File: config.mk
export PLATFORM = sky130hd
export DESIGN_NAME = marian_apb_arbiter
export DESIGN_NICKNAME = d
export VERILOG_FILES = /design/src/rtl/marian_fpga_pkg.sv /design/src/rtl/marian_rr_arbiter.sv /design/src/rtl/marian_apb_arbiter.sv
export SDC_FILE = /design/constraint.sdc
export NUM_CORES = 1
export LEC_CHECK = 0
export BUFFER_PORTS_ARGS = -buffer_cell sky130_fd_sc_hd__buf_2
export CAP_MARGIN = 30
export CORE_AREA = 2 2 150 152
export DETAILED_ROUTE_END_ITERATION = 6
export DIE_AREA = 0 0 152 154
export MAX_ROUTING_LAYER = met4
export SYNTH_ARGS = -nofsm -noshare
export SYNTH_HDL_FRONTEND = slang
export SYNTH_SLANG_ARGS = --single-unit
File: constraint.sdc
create_clock -name clk_i -period 1.5 [get_ports clk_i]
set_input_delay 0.15 -clock clk_i [delete_from_list [all_inputs] [get_ports clk_i]]
set_output_delay 0.15 -clock clk_i [all_outputs]
set_load 0.05 [all_outputs]
File: src/rtl/marian_fpga_pkg.sv
// marian_fpga_pkg: shared types and constants for the Marian FPGA top.
// Holds the APB arbiter state encoding, its defaults and UART APB bundles.
package marian_fpga_pkg;

  localparam int unsigned NrApbReq            = 2;
  localparam int unsigned ApbArbTimeoutCycles = 256;

  typedef enum logic [1:0] {
    IDLE   = 2'd0,
    SETUP  = 2'd1,
    ACCESS = 2'd2
  } apb_arb_state_e;

  typedef struct packed {
    logic        psel;
    logic        penable;
    logic        pwrite;
    logic [63:0] paddr;
    logic [31:0] pwdata;
    logic [3:0]  pstrb;
  } uart_apb_req_t;

  typedef struct packed {
    logic        pready;
    logic [31:0] prdata;
    logic        pslverr;
  } uart_apb_resp_t;

endpackage

File: src/rtl/marian_rr_arbiter.sv
// marian_rr_arbiter: combinational round-robin pick.
// Returns the first request at or after ptr_i, wrapping to index 0.
module marian_rr_arbiter #(
  parameter  int unsigned NrReq = 2,
  localparam int unsigned IdxW  = (NrReq > 1) ? $clog2(NrReq) : 1
) (
  input  logic [NrReq-1:0] req_i,
  input  logic [IdxW-1:0]  ptr_i,
  output logic             valid_o,
  output logic [IdxW-1:0]  idx_o
);

  logic            hi_vld;
  logic            lo_vld;
  logic [IdxW-1:0] hi_idx;
  logic [IdxW-1:0] lo_idx;

  // hi: first hit at/after the pointer; lo: first hit overall (the wrap case)
  always_comb begin
    hi_vld = 1'b0;
    lo_vld = 1'b0;
    hi_idx = '0;
    lo_idx = '0;
    for (int unsigned c = 0; c < NrReq; c++) begin
      if (req_i[c] && !hi_vld && (c >= 32'(ptr_i))) begin
        hi_vld = 1'b1;
        hi_idx = IdxW'(c);
      end
      if (req_i[c] && !lo_vld) begin
        lo_vld = 1'b1;
        lo_idx = IdxW'(c);
      end
    end
  end

  assign valid_o = hi_vld | lo_vld;
  assign idx_o   = hi_vld ? hi_idx : lo_idx;

endmodule

File: src/rtl/marian_apb_arbiter.sv
// marian_apb_arbiter: round-robin sharing of one APB3 completer by NrReq requesters.
// Define MARIAN_APB_ARB_TIMEOUT_EN to add the ACCESS-phase watchdog.
module marian_apb_arbiter
  import marian_fpga_pkg::*;
#(
  parameter  int unsigned NrReq         = NrApbReq,
  parameter  int unsigned AddrWidth     = 64,
  parameter  int unsigned DataWidth     = 32,
  parameter  int unsigned TimeoutCycles = ApbArbTimeoutCycles,
  localparam int unsigned StrbWidth     = DataWidth / 8,
  localparam int unsigned IdxW          = $clog2(NrReq)
) (
  input  logic                                clk_i,
  input  logic                                rst_ni,
  input  logic [NrReq-1:0]                    req_psel_i,
  input  logic [NrReq-1:0]                    req_penable_i,
  input  logic [NrReq-1:0]                    req_pwrite_i,
  input  logic [NrReq-1:0][AddrWidth-1:0]     req_paddr_i,
  input  logic [NrReq-1:0][DataWidth-1:0]     req_pwdata_i,
  input  logic [NrReq-1:0][StrbWidth-1:0]     req_pstrb_i,
  output logic [NrReq-1:0]                    req_pready_o,
  output logic [DataWidth-1:0]                req_prdata_o,
  output logic [NrReq-1:0]                    req_pslverr_o,
  output logic                                psel_o,
  output logic                                penable_o,
  output logic                                pwrite_o,
  output logic [AddrWidth-1:0]                paddr_o,
  output logic [DataWidth-1:0]                pwdata_o,
  output logic [StrbWidth-1:0]                pstrb_o,
  input  logic                                pready_i,
  input  logic [DataWidth-1:0]                prdata_i,
  input  logic                                pslverr_i,
  output logic [IdxW-1:0]                     grant_o
);

  apb_arb_state_e state_q, state_d;

  logic [IdxW-1:0]      grant_q;
  logic [IdxW-1:0]      ptr_q;
  logic [IdxW-1:0]      pick_idx;
  logic                 pick_vld;
  logic                 pwrite_q;
  logic [AddrWidth-1:0] paddr_q;
  logic [DataWidth-1:0] pwdata_q;
  logic [StrbWidth-1:0] pstrb_q;
  logic                 done;
  logic                 forced;

  // penable from requesters carries no information the FSM needs
  logic unused_penable;
  assign unused_penable = ^req_penable_i;

  marian_rr_arbiter #(
    .NrReq (NrReq)
  ) u_rr (
    .req_i   (req_psel_i),
    .ptr_i   (ptr_q),
    .valid_o (pick_vld),
    .idx_o   (pick_idx)
  );

`ifdef MARIAN_APB_ARB_TIMEOUT_EN
  localparam int unsigned CntW =
    (TimeoutCycles > 1) ? $clog2(TimeoutCycles) : 1;

  logic [CntW-1:0] cnt_q;

  always_ff @(posedge clk_i or negedge rst_ni) begin
    if (!rst_ni) begin
      cnt_q <= '0;
    end else if (state_q == SETUP) begin
      cnt_q <= '0;
    end else if (state_q == ACCESS && !pready_i) begin
      cnt_q <= cnt_q + CntW'(1);
    end
  end

  // a real pready in the limit cycle still wins over the forced error
  assign forced = (state_q == ACCESS) && !pready_i &&
                  (32'(cnt_q) == TimeoutCycles - 1);
`else
  logic [31:0] unused_timeout;
  assign unused_timeout = 32'(TimeoutCycles);
  assign forced = 1'b0;
`endif

  assign done = (state_q == ACCESS) && (pready_i || forced);

  always_ff @(posedge clk_i or negedge rst_ni) begin
    if (!rst_ni) begin
      state_q <= IDLE;
    end else begin
      state_q <= state_d;
    end
  end

  always_comb begin
    state_d = state_q;
    unique case (state_q)
      IDLE:    if (pick_vld) state_d = SETUP;
      SETUP:   state_d = ACCESS;
      ACCESS:  if (done) state_d = IDLE;
      default: state_d = IDLE;
    endcase
  end

  always_ff @(posedge clk_i or negedge rst_ni) begin
    if (!rst_ni) begin
      grant_q  <= '0;
      ptr_q    <= '0;
      pwrite_q <= 1'b0;
      paddr_q  <= '0;
      pwdata_q <= '0;
      pstrb_q  <= '0;
    end else begin
      if (state_q == IDLE && pick_vld) begin
        grant_q  <= pick_idx;
        pwrite_q <= req_pwrite_i[pick_idx];
        paddr_q  <= req_paddr_i[pick_idx];
        pwdata_q <= req_pwdata_i[pick_idx];
        pstrb_q  <= req_pstrb_i[pick_idx];
      end
      if (done) begin
        ptr_q <= (32'(grant_q) == NrReq - 1) ? '0 : grant_q + IdxW'(1);
      end
    end
  end

  always_comb begin
    psel_o        = 1'b0;
    penable_o     = 1'b0;
    req_pready_o  = '0;
    req_pslverr_o = '0;
    req_prdata_o  = '0;
    unique case (state_q)
      SETUP: psel_o = 1'b1;
      ACCESS: begin
        psel_o    = 1'b1;
        penable_o = 1'b1;
      end
      default: ;
    endcase
    if (done) begin
      req_pready_o[grant_q]  = 1'b1;
      req_pslverr_o[grant_q] = forced | pslverr_i;
      req_prdata_o           = forced ? '0 : prdata_i;
    end
  end

  assign pwrite_o = pwrite_q;
  assign paddr_o  = paddr_q;
  assign pwdata_o = pwdata_q;
  assign pstrb_o  = pstrb_q;
  assign grant_o  = grant_q;

endmodule

=== After elaboration in Yosys (flattened, before gate mapping) ===
Cells that the tools add are included.

* Input bits: 242
* Register bits: 105
* Word-level logic and storage cells: 55
* Output and inout bits: 140

* Bitwise operators: 2
* Reductions and logical operators: 11
* $add $sub $neg: 1
* Equality and inequality tests: 4
* $lt $le $gt $ge: 4
* Muxes and demuxes: 26

{| class="wikitable"
|+ Operators by type and width
! kind !! number
|-
| two-way mux 64 bit || 2
|-
| two-way mux 32 bit || 3
|-
| two-way mux 1 bit || 13
|-
| two-way mux 2 bit || 4
|-
| two-way mux 4 bit || 2
|-
| logical AND 1 bit || 6
|-
| case mux 2 bit (3 select lines) || 1
|-
| < comparator 1 x 2 -> 1 bit, second input constant || 2
|-
| != test 2 bit, second input constant || 2
|-
| AND 2 bit || 1
|-
| equality test 2 x 1 -> 1 bit, second input constant || 1
|-
| equality test 2 bit, second input constant || 1
|-
| zero test 1 bit || 2
|-
| zero test 2 bit || 1
|-
| AND reduction 2 bit || 1
|-
| OR reduction 2 bit || 1
|-
| adder 1 bit, second input constant || 1
|-
| demux 1 bit (select 1 bit) || 1
|-
| >= comparator 1 bit, first input constant || 1
|-
| >= comparator 1 bit, second input constant || 1
|-
| bitwise OR 1 bit || 1
|}

=== Logic depth before layout (Yosys ltp) ===
Gate-level depths: netlist (run 1).

* Depth in word-level cells: 9
* Mapped depth: 7

=== Hierarchy ===
From an unflattened synthesis (run 1), not the netlist that was laid out.

* Cell total of the unflattened synthesis: 509
* Area total of the unflattened synthesis: 5,461.5 µm²

{| class="wikitable"
|+ Modules (own cells, without submodules)
! module !! times used !! cells each !! area each (µm²)
|-
| marian_apb_arbiter || 1 || 506 || 5,444.0
|-
| marian_rr_arbiter || 1 || 3 || 17.5
|}

=== Worst setup path after synthesis (run 1) ===
OpenSTA, ideal clock, no wires.

* Path kind: reg-to-output
* Start point: register state_q[0]
* End point: output port req_pslverr_o[0]
* Arrival: 2.512 ns
* Path slack: -1.162 ns
* Stages on the path, launching flop included: 6
* Buffers on the path: 0
* Path through: dfrtp_1 inv_1 ha_1 and2_1 nor2b_1 and2_1

* Cells in the longest elaborated chain, start to end: 3

{| class="wikitable"
|+ RTL lines
! item !! line !! text
|-
| start, declared || marian_apb_arbiter.sv:36 || <nowiki>apb_arb_state_e state_q, state_d;</nowiki>
|-
| start signal, assigned || marian_apb_arbiter.sv:93 || <nowiki>state_q <= state_d;</nowiki>
|-
| equality test 2 bit || marian_apb_arbiter.sv:87 || <nowiki>assign done = (state_q == ACCESS) && (pready_i || forced);</nowiki>
|-
| logical AND 1 bit || marian_apb_arbiter.sv:87 ||
|-
| two-way mux 2 bit || marian_apb_arbiter.sv:143 || <nowiki>if (done) begin</nowiki>
|-
| end, declared || marian_apb_arbiter.sv:23 || <nowiki>output logic [NrReq-1:0] req_pslverr_o,</nowiki>
|}

No other way between the ends.

=== Worst setup path in the final report (run 1) ===
* Start point: register state_q[1]
* End point: output port req_pslverr_o[0]

Same word-level chain as after synthesis.

==> impl_metrics.json, run 1 <==
{
  "wl_per_cell_um": 17.69,
  "final_area_mm2": 0.008488,
  "ys_warn_count": 0,
  "drc": 0,
  "cts_buffer_depth": 2,
  "die_w_um": 152,
  "p_clk_share_pct": 11.8,
  "crit_type": "reg2out",
  "syn_to_final_growth_pct": 57.15,
  "netlist_area_mm2": 0.005401,
  "rsz0062_at_grt": "true",
  "drive_gt1_share_pct": 47.74,
  "min_path_cells": 3,
  "critPathMaxStageDelay_ns": 0.40,
  "core_mm2": 0.02169,
  "ioPinCount": 382,
  "finalMaxSlewViolations": 0,
  "comb_power_share_pct": 63.9,
  "end_kind": "primary output",
  "grt_max_degree": 78,
  "cts_max_level": 3,
  "vias": 6430,
  "pwr-share-seq_pct": 24.3,
  "fillers": 2236,
  "synthesis.instances": 637,
  "cp_data_required_time_ns": 1.35,
  "rr_worst_depth": 7,
  "port_buffers": 379,
  "track_usage_pct": 18.97,
  "rr_startpoint": "state_q[0]",
  "routed_wl_mm": 22.57,
  "slew-limit-headroom_pct": 74.81,
  "finalCriticalPeriod_ns": 1.754,
  "final_util_pct": 39.14,
  "clk_pin_slew_worst_paths_ns": 0.08,
  "firstDrtPassIters": 5,
  "status": "finished, violations left",
  "irDropWorstVdd_mv": 0.9638,
  "layout_common_cells": "339 x buf_2, 104 x nor2_1, 104 x dfrtp_1",
  "drt-met1-wl_mm": 9.264,
  "first_iter_violations": 468,
  "dp_hpwl_mm": 15.00,
  "die-area_mm2": 0.02341,
  "syn_avg_cell_area_um2": 8.479,
  "power_switching_share_pct": 54.45,
  "synth_nets": 882,
  "cts_tree": "yes",
  "worstHoldStart": "req_paddr_i[44]",
  "highest_layer": "met4",
  "root_buffer": "clkbuf_16",
  "worst-r2r-setup-slack_ns": 0,
  "grt_remaining_overflow": 0,
  "die_y_um": 154,
  "gp_congestion": 0.8619,
  "wl_met3_mm": 1.678,
  "multiInputGateArea_mm2": 0.002487,
  "rows": 54,
  "violations": "setup timing",
  "avgViaCountPerCell": 5.039,
  "powerDensity_mw_per_mm2": 2439,
  "synth-seq-area-share_pct": 48.64,
  "fmax_mhz": 570.0,
  "crit_slowest_cell": "dfrtp_1",
  "fin_nets": 1236,
  "grt_pass1_vias": 6363,
  "ys_ff_latch": 105,
  "start_kind": "flip-flop",
  "power_leakage_nw": 3.994,
  "antenna_found_initial": 1,
  "tightest_slew_ns": 0.3778,
  "place_area_mm2": 0.007685,
  "skew_ns": 0.008764,
  "cts_inserted_buffers": 9,
  "start_util_pct": 24.90,
  "clk_latency_ns": 0.34,
  "crit_path_frequent_cell": "and2_4",
  "layout_commonest_cell": "buf_2",
  "crit_chain": "buf_6 > ha_4 > and2_4 > nor2b_4 > and2_4 > buf_8",
  "power.internal_mw": 9.431,
  "seq_area_mm2": 0.002629,
  "hold_violations": 0,
  "arrival_ns": 1.60,
  "final-setup-viol-count": 38,
  "grt_pass1_wl_mm": 34.54,
  "p_switching_mw": 11.27,
  "hold_end": "paddr_o[44]",
  "clock-sinks": 105,
  "cp_max_fo": 7,
  "wl_met2_mm": 11.14,
  "ys_types": 24,
  "hp-class": "in2reg",
  "ant_nets": 0,
  "fin_ws_ns": -0.2544,
  "finalCritPeriodShare_pct": 117.0,
  "max_cap_viol_count": 0,
  "reg2reg_to": "paddr_o[52]"
}
==> kinds of logic after synthesis <==
| kind of cell | after synthesis | synth area share (%) |
|---|---|---|
| DFF | 105 | 48.64 |
| and+or+nand+nor | 144 | 11.88 |
| adders and majority gates | 3 | 0.6950 |
| AOI/OAI and AO/OA | 308 | 31.25 |
| muxes | 1 | 0.2085 |
| buffers and inverters | 76 | 7.320 |
==> final cells by class <==
cell class | instances | area share [%]
repair buffers | 416 | 31.94
clock buffers | 11 | 2.860
well taps | 280 | 4.127
diodes | 1 | 0.02948
multi-input cells | 456 | 29.30
inverters | 3 | 0.1327
flip-flops and latches | 105 | 30.97
clock inverters | 4 | 0.6338
==> critical path: cells and delay by family, from the launching register on <==
kind                       cells  cell delay, ns
and+or+nand+nor                3            0.41
adders and majority gates      1            0.18
DFF                            1            0.40
buffers and inverters          2            0.27
==> metrics by stage <==
stage | setup TNS, ns | total power, mW | std cells | hold WS (ns) | worst slack (ns)
6_report | -7.561 | 20.70 | 1276 | 0.03691 | -0.2544
5_1_grt | -14.97 | 21.92 | 1276 | 0.03941 | -0.3222
2_1_floorplan | -0.1929 | 14.14 | 637 | -0.1456 | -0.1565
3_3_place_gp | -0.02271 | 17.38 | 1247 | 0.08802 | -0.01042
4_1_cts | -8.757 | 20.52 | 1267 | 0.02549 | -0.2821
3_5_place_dp | -0.3506 | 17.46 | 1247 | 0.09398 | -0.02912
==> metal layers <==
layer	GRT usage [%]	vias to the layer above
met3	4.002	31
met1	22.97	3061
met5	-	-
met4	5.964	0
li1	-	3008
met2	31.77	330
==> repair_timing <==
action / in CTS / in global routing
pin swaps: 1 / 0
endpoints found under the hold margin: 22 / 0
gates resized for setup: 89 / 7
setup endpoints to repair: 89 / 140
buffers inserted: 2 / 6
gates cloned: 2 / 2
hold buffers: 1 / 0
==> worst max-delay path by stage <==
stage	end	depth (start not counted)	from
CTS	req_pslverr_o[0]	6	state_q[1]
detailed placement	paddr_o[21]	6	state_q[0]
global placement	paddr_o[11]	6	state_q[0]
finish	req_pslverr_o[0]	6	state_q[1]
floorplan	req_pslverr_o[0]	5	state_q[0]
global route	req_pslverr_o[0]	6	state_q[1]
==> synthesized netlist by cell type <==
library cell | count | area (um2)
dfrtp_1 | 105 | 2628
nor2_1 | 104 | 390.4
a21oi_1 | 102 | 510.5
a31oi_1 | 101 | 631.9
o21ai_0 | 79 | 395.4
and3_1 | 33 | 206.5
clkbuf_1 | 30 | 112.6
o21ai_1 | 22 | 110.1
buf_2 | 19 | 95.09
buf_4 | 19 | 142.6
and2_1 | 3 | 18.77
buf_1 | 3 | 11.26
ha_1 | 3 | 37.54
buf_6 | 2 | 22.52
inv_1 | 2 | 7.510
nor2b_1 | 2 | 12.51
a32o_1 | 1 | 10.01
and2b_1 | 1 | 7.510
inv_2 | 1 | 3.750
mux2_2 | 1 | 11.26
nand2b_1 | 1 | 6.260
o21a_1 | 1 | 7.510
o21ai_4 | 1 | 16.27
o22ai_1 | 1 | 6.260
==> power by group through the flow <==
stage	combinational (mW)	sequential, mW	clock (mW)
6_report	13.2	5.04	2.43
3_3_place_gp	12.3	5.05	0
5_1_grt	14.1	5.22	2.62
2_1_floorplan	4.23	9.91	0
3_5_place_dp	12.4	5.08	0
4_1_cts	12.9	5.05	2.53
==> flip-flops by register name, indices dropped and copies added (netlist names) <==
signal    flops
state_q       2
pstrb_o       4
ptr_q         1
paddr_o      64
grant_o       1
pwrite_o      1
pwdata_o     32
Power figures use the tool's default switching activity.
==> run 2: changes to the inputs <==
- SETUP_SLACK_MARGIN: not set -> 0.5
==> run 2 against run 1 <==
- the flow still finishes with violations (setup timing)
- setup slack improved by 0.028 ns
- fmax increased by 1.6%
- final area increased by 14%
- count of clock-buffer cells in the layout decreased by 1
- hold slack improved by 0.0082 ns
- global-route usage increased by 2.0 points
- non-clock buffer count increased by 33
- critical path depth unchanged
- sequential share of layout area decreased by 3.8 points
- total power increased by 17%
- largest power group unchanged
==> impl_metrics.json, run 2 (synthesis gave the netlist of run 1 again) <==
{
  "port_buffers": 379,
  "finalCritPeriodShare_pct": 115.1,
  "drc": 0,
  "crit_type": "reg2out",
  "post-place-ws_ns": -0.07770,
  "track_usage_pct": 20.99,
  "violations": "setup timing",
  "fin_cells": 1311,
  "cp.depth": 6,
  "crit_slowest_cell": "dfrtp_1",
  "ant_nets": 0,
  "cts_inserted_buffers": 9,
  "rsz0062_at_grt": "true",
  "wl_per_cell_um": 19.26,
  "first_iter_violations": 535,
  "avgViaCountPerCell": 5.104,
  "dpl.cell_count": 1255,
  "fin_nets": 1270,
  "powerDensity_mw_per_mm2": 2501,
  "path_buf_inv": 2,
  "arrival_ns": 1.58,
  "place_area_mm2": 0.007909,
  "clk_latency_ns": 0.35,
  "ioPinCount": 382,
  "grt_pass1_vias": 6419,
  "drive_gt1_share_pct": 49.95,
  "finalMaxSlewViolations": 0,
  "finalCriticalPeriod_ns": 1.726,
  "end_kind": "primary output",
  "final_area_mm2": 0.009671,
  "hold_violations": 0,
  "max_cap_viol_count": 0,
  "vias": 6691,
  "rr_worst_depth": 8,
  "tightest_slew_ns": 0.5501,
  "clock-sinks": 105,
  "fmax_mhz": 579.3,
  "total_power_mw": 24.19,
  "rows": 54,
  "dp_hpwl_mm": 16.01,
  "routed_wl_mm": 25.25,
  "cts_buffer_depth": 2,
  "largest_register_ffs": 64,
  "grt_max_degree": 59,
  "die_y_um": 154,
  "status": "finished, violations left",
  "grt_remaining_overflow": 0,
  "power_leakage_nw": 4.444,
  "final-setup-viol-count": 125,
  "min_path_cells": 3,
  "die-area_mm2": 0.02341,
  "firstDrtPassIters": 6,
  "irDropWorstVdd_mv": 1.252,
  "crit_chain": "inv_2 > ha_4 > and2_4 > nor2b_4 > and2_4 > buf_8",
  "cp_data_required_time_ns": 1.35,
  "crit_path_frequent_cell": "and2_4",
  "cpLargestDelayFamily": "simple AND/OR/NAND/NOR gates",
  "die_w_um": 152,
  "core_mm2": 0.02169,
  "hp-class": "in2reg",
  "grt_pass1_wl_mm": 37.45,
  "cp_max_fo": 5,
  "slew-limit-headroom_pct": 63.32,
  "cts_max_level": 3,
  "critPathMaxStageDelay_ns": 0.39,
  "root_buffer": "clkbuf_16",
  "fin_ws_ns": -0.2261,
  "syn_to_final_growth_pct": 79.04,
  "antenna_found_initial": 3,
  "gp_congestion": 0.8256,
  "skew_ns": 0.008050,
  "start_util_pct": 24.90,
  "layout_commonest_cell": "buf_2",
  "start_kind": "flip-flop",
  "layout_common_cells": "250 x buf_2, 104 x nor2_1, 104 x dfrtp_1",
  "cts_tree": "yes",
  "clk_pin_slew_worst_paths_ns": 0.08
}
## run 2: path summary, 6_finish.rpt
path                                 start          endpoint  slack [ns]
setup / recovery                state_q[0]  req_pslverr_o[0]       -0.23
hold / removal             req_paddr_i[40]       paddr_o[40]        0.05
setup reg to reg                state_q[0]        paddr_o[3]       -0.14
hold reg to reg                      ptr_q             ptr_q        0.53
max in group asynchronous           rst_ni       paddr_o[42]        0.72
min in group asynchronous           rst_ni        pstrb_o[1]        0.20
## run 2: timing repair
action,4_1_cts,5_1_grt
endpoints found under the hold margin,105,0
resized for setup,131,231
hold buffers,1,0
setup endpoints to repair,245,245
setup buffers,7,21
cloned,10,0
pin swaps,3,3
## run 2: power breakdown
group	leakage (nW)	switching, mW	internal [mW]
Combinational	3.12	9.91	6.37
Clock	0.149	1.13	1.46
Sequential	1.18	1.03	4.29
## run 2: routing by layer
layer | part of all wire (%) | up-vias | global-route usage, %
met5 | 0 | - | -
met4 | 2.3 | 0 | 5.785
met3 | 7.4 | 37 | 4.115
met2 | 50 | 388 | 35.05
met1 | 40 | 3179 | 26.00
li1 | - | 3087 | -
## run 2: tightest hold or removal path: cells and delay by family
kind,cells,cell delay [ns]
compound gates,2,0.12
buf+inv,1,0.09
## run 2: cell type report
| cell class | count | area (um2) |
|---|---|---|
| Inverter | 3 | 11.26 |
| Timing Repair Buffer | 449 | 3732 |
| Fill cell | 2108 | 12020 |
| Antenna cell | 2 | 5.005 |
| Sequential cell | 105 | 2629 |
| Tap cell | 280 | 350.3 |
| Multi-Input combinational cell | 457 | 2633 |
| Clock buffer | 10 | 229.0 |
| Clock inverter | 5 | 81.33 |
## run 2: per-stage QoR
stage / hold slack (ns) / TNS (ns) / utilization, %
2_1_floorplan: -0.1456 / -0.1923 / -
3_3_place_gp: 0.01268 / -0.1682 / 36.47
3_5_place_dp: 0.01356 / -1.150 / 36.47
4_1_cts: 0.02598 / -10.60 / 41.56
5_1_grt: 0.03271 / -20.45 / 44.59
6_report: 0.04511 / -11.20 / 44.59
==> run 3: changes to the inputs <==
- CELL_PAD_IN_SITES_DETAIL_PLACEMENT: not set -> 1
- CELL_PAD_IN_SITES_GLOBAL_PLACEMENT: not set -> 1
- CORE_AREA: 2 2 150 152 -> not set
- CORE_MARGIN: not set -> 1
- CORE_UTILIZATION: not set -> 25
- DIE_AREA: 0 0 152 154 -> not set
- PLACE_DENSITY_LB_ADDON: not set -> 0.1
==> run 3 against run 2 <==
- the flow still finishes with violations (setup timing)
- sequential share of layout area decreased by 5.2 points
- hold slack got worse by 0.0057 ns
- global-route usage increased by 0.98 points
- register-to-register slack got worse by 0.02 ns
- total power increased by 20%
- clock skew increased by 0.0034 ns
- critical path depth unchanged
- setup slack got worse by 0.019 ns
- via count increased by 5.1%
- largest cell class unchanged
==> impl_metrics.json, run 3 (synthesis gave the netlist of run 1 again) <==
{
  "cts_buffer_depth": 2,
  "layout_commonest_cell": "buf_2",
  "clock-sinks": 105,
  "start_util_pct": 25.61,
  "syn_to_final_growth_pct": 121.7,
  "finalCritPeriodShare_pct": 116.4,
  "first_iter_violations": 195,
  "vias": 7032,
  "grt_remaining_overflow": 0,
  "cts_tree": "yes",
  "fin_nets": 1314,
  "routed_wl_mm": 30.97,
  "wl_per_cell_um": 22.86,
  "track_usage_pct": 21.96,
  "start_kind": "flip-flop",
  "crit_path_end": "req_pslverr_o[0]",
  "clk_pin_slew_worst_paths_ns": 0.09,
  "status": "finished, violations left",
  "grt_pass1_wl_mm": 36.94,
  "powerDensity_mw_per_mm2": 2427,
  "rows": 53,
  "max_cap_viol_count": 0,
  "largest_register_ffs": 64,
  "cts_max_level": 3,
  "rr_worst_depth": 8,
  "setup.worst_path.start": "state_q[1]",
  "fillers": 2305,
  "rsz0062_at_grt": "true",
  "crit_type": "reg2out",
  "irDropWorstVdd_mv": 1.125,
  "cts_inserted_buffers": 9,
  "setup-tns-final_ns": -16.53,
  "port_buffers": 379,
  "final-setup-viol-count": 139,
  "core_mm2": 0.02109,
  "antenna_found_initial": 6,
  "root_buffer": "clkbuf_16",
  "end_kind": "primary output",
  "grt_pass1_vias": 6617,
  "ioPinCount": 382,
  "finalCriticalPeriod_ns": 1.745,
  "rr_startpoint": "state_q[0]",
  "slew-limit-headroom_pct": 35.77,
  "layout_common_cells": "237 x buf_2, 126 x buf_6, 103 x dfrtp_1",
  "drive_gt1_share_pct": 68.81,
  "firstDrtPassIters": 4,
  "gp_congestion": 0.7503,
  "hold_violations": 0,
  "die_w_um": 149.0,
  "ant_nets": 0,
  "drc": 0,
  "skew_ns": 0.01143,
  "cp_max_fo": 5,
  "violations": "setup timing",
  "reg2reg_to": "paddr_o[5]",
  "power_leakage_nw": 4.930,
  "die-area_mm2": 0.02220,
  "arrival_ns": 1.60,
  "worst-r2r-setup-slack_ns": -0.16,
  "total_power_mw": 29.06,
  "cp_data_required_time_ns": 1.35,
  "fin_ws_ns": -0.2455,
  "hp-class": "in2reg",
  "tightest_slew_ns": 0.9634,
  "finalMaxSlewViolations": 0,
  "dp_hpwl_mm": 16.83,
  "die_y_um": 149.0,
  "clk_latency_ns": 0.36,
  "fmax_mhz": 572.9,
  "grt_max_degree": 62,
  "avgViaCountPerCell": 5.190
}
==> run 3: changes by cell type in the layout (fill, tap and decap cells not counted), moves of 13 or more <==
| cell | change |
|---|---|
| a21oi_2 | +68 |
| nor2_1 | -29 |
| nor2_4 | +14 |
| nor2_2 | +15 |
| a31oi_4 | +74 |
| buf_6 | +27 |
| a31oi_1 | -79 |
| a21oi_1 | -69 |
| buf_2 | -13 |
| clkbuf_16 | +18 |
==> run 3: through the flow <==
| step | instance area (um2) | setup slack [ns] | hold WS (ns) | cells | utilization (%) |
|---|---|---|---|---|---|
| after floorplan | 5593 | -0.1562 | -0.1456 | 637 | - |
| after global placement | 8001 | 0.02443 | 0.05831 | 1254 | 37.94 |
| after detailed placement | 8001 | -0.02715 | 0.05788 | 1254 | 37.94 |
| after CTS | 8722 | -0.2568 | 0.01882 | 1272 | 41.36 |
| after global routing | 11970 | -0.3199 | 0.03611 | 1355 | 56.78 |
| final | 11970 | -0.2455 | 0.03941 | 1355 | 56.78 |
==> run 3: how the worst min path moves through the flow <==
stage,from,to,slack (ns),depth (start not counted)
after floorplan,rst_ni,grant_o,-0.15,0
after detailed placement,rst_ni,paddr_o[59],0.06,1
final,req_paddr_i[37],paddr_o[37],0.04,3
after global placement,rst_ni,paddr_o[59],0.06,1
after CTS,req_paddr_i[37],paddr_o[37],0.02,3
after global routing,req_pwdata_i[11],pwdata_o[11],0.04,3
==> run 3: layout make-up <==
| class | instances | area [um2] | share of cell area (%) |
|---|---|---|---|
| Timing Repair Buffer | 491 | 4452 | 37.18 |
| Sequential cell | 105 | 2630 | 21.97 |
| Multi-Input combinational cell | 459 | 4222 | 35.26 |
| Tap cell | 275 | 344.1 | 2.874 |
| Antenna cell | 6 | 15.01 | 0.1254 |
| Inverter | 3 | 11.26 | 0.09405 |
| Clock buffer | 11 | 252.7 | 2.111 |
| Clock inverter | 5 | 46.29 | 0.3867 |
==> run 3: what timing repair did <==
item / CTS / global route
resized for setup: 124 / 535
hold buffers: 1 / 0
hold endpoints to repair: 16 / 0
buffers inserted: 1 / 43
cloned: 0 / 34
pin swaps: 5 / 87
setup endpoints to repair: 245 / 245
==> run 3: power by group <==
group / internal (mW) / switching [mW] / leakage [nW] / total (mW)
Sequential: 4.29 / 1.19 / 1.18 / 5.48
Clock: 1.25 / 1.24 / 0.148 / 2.49
Combinational: 8.86 / 12.2 / 3.61 / 21.1
Total: 14.4 / 14.7 / 4.93 / 29.1
==> run 3: critical path, cell delays in order (launching register included) <==
cell and delay, ns:
dfrtp_1 0.41, buf_6 0.13, ha_4 0.17, and2_4 0.14, nor2b_4 0.12, and2_4 0.13, buf_8 0.14
==> run 3: routing by layer <==
metal  global-route usage, %  vias to the layer above  wire length (um)
met3                   5.566                       42              2056
met5                       -                        -                 0
li1                        -                     3212                 -
met1                   26.78                     3510             12720
met2                   35.30                      268             15580
met4                   7.245                        0               615
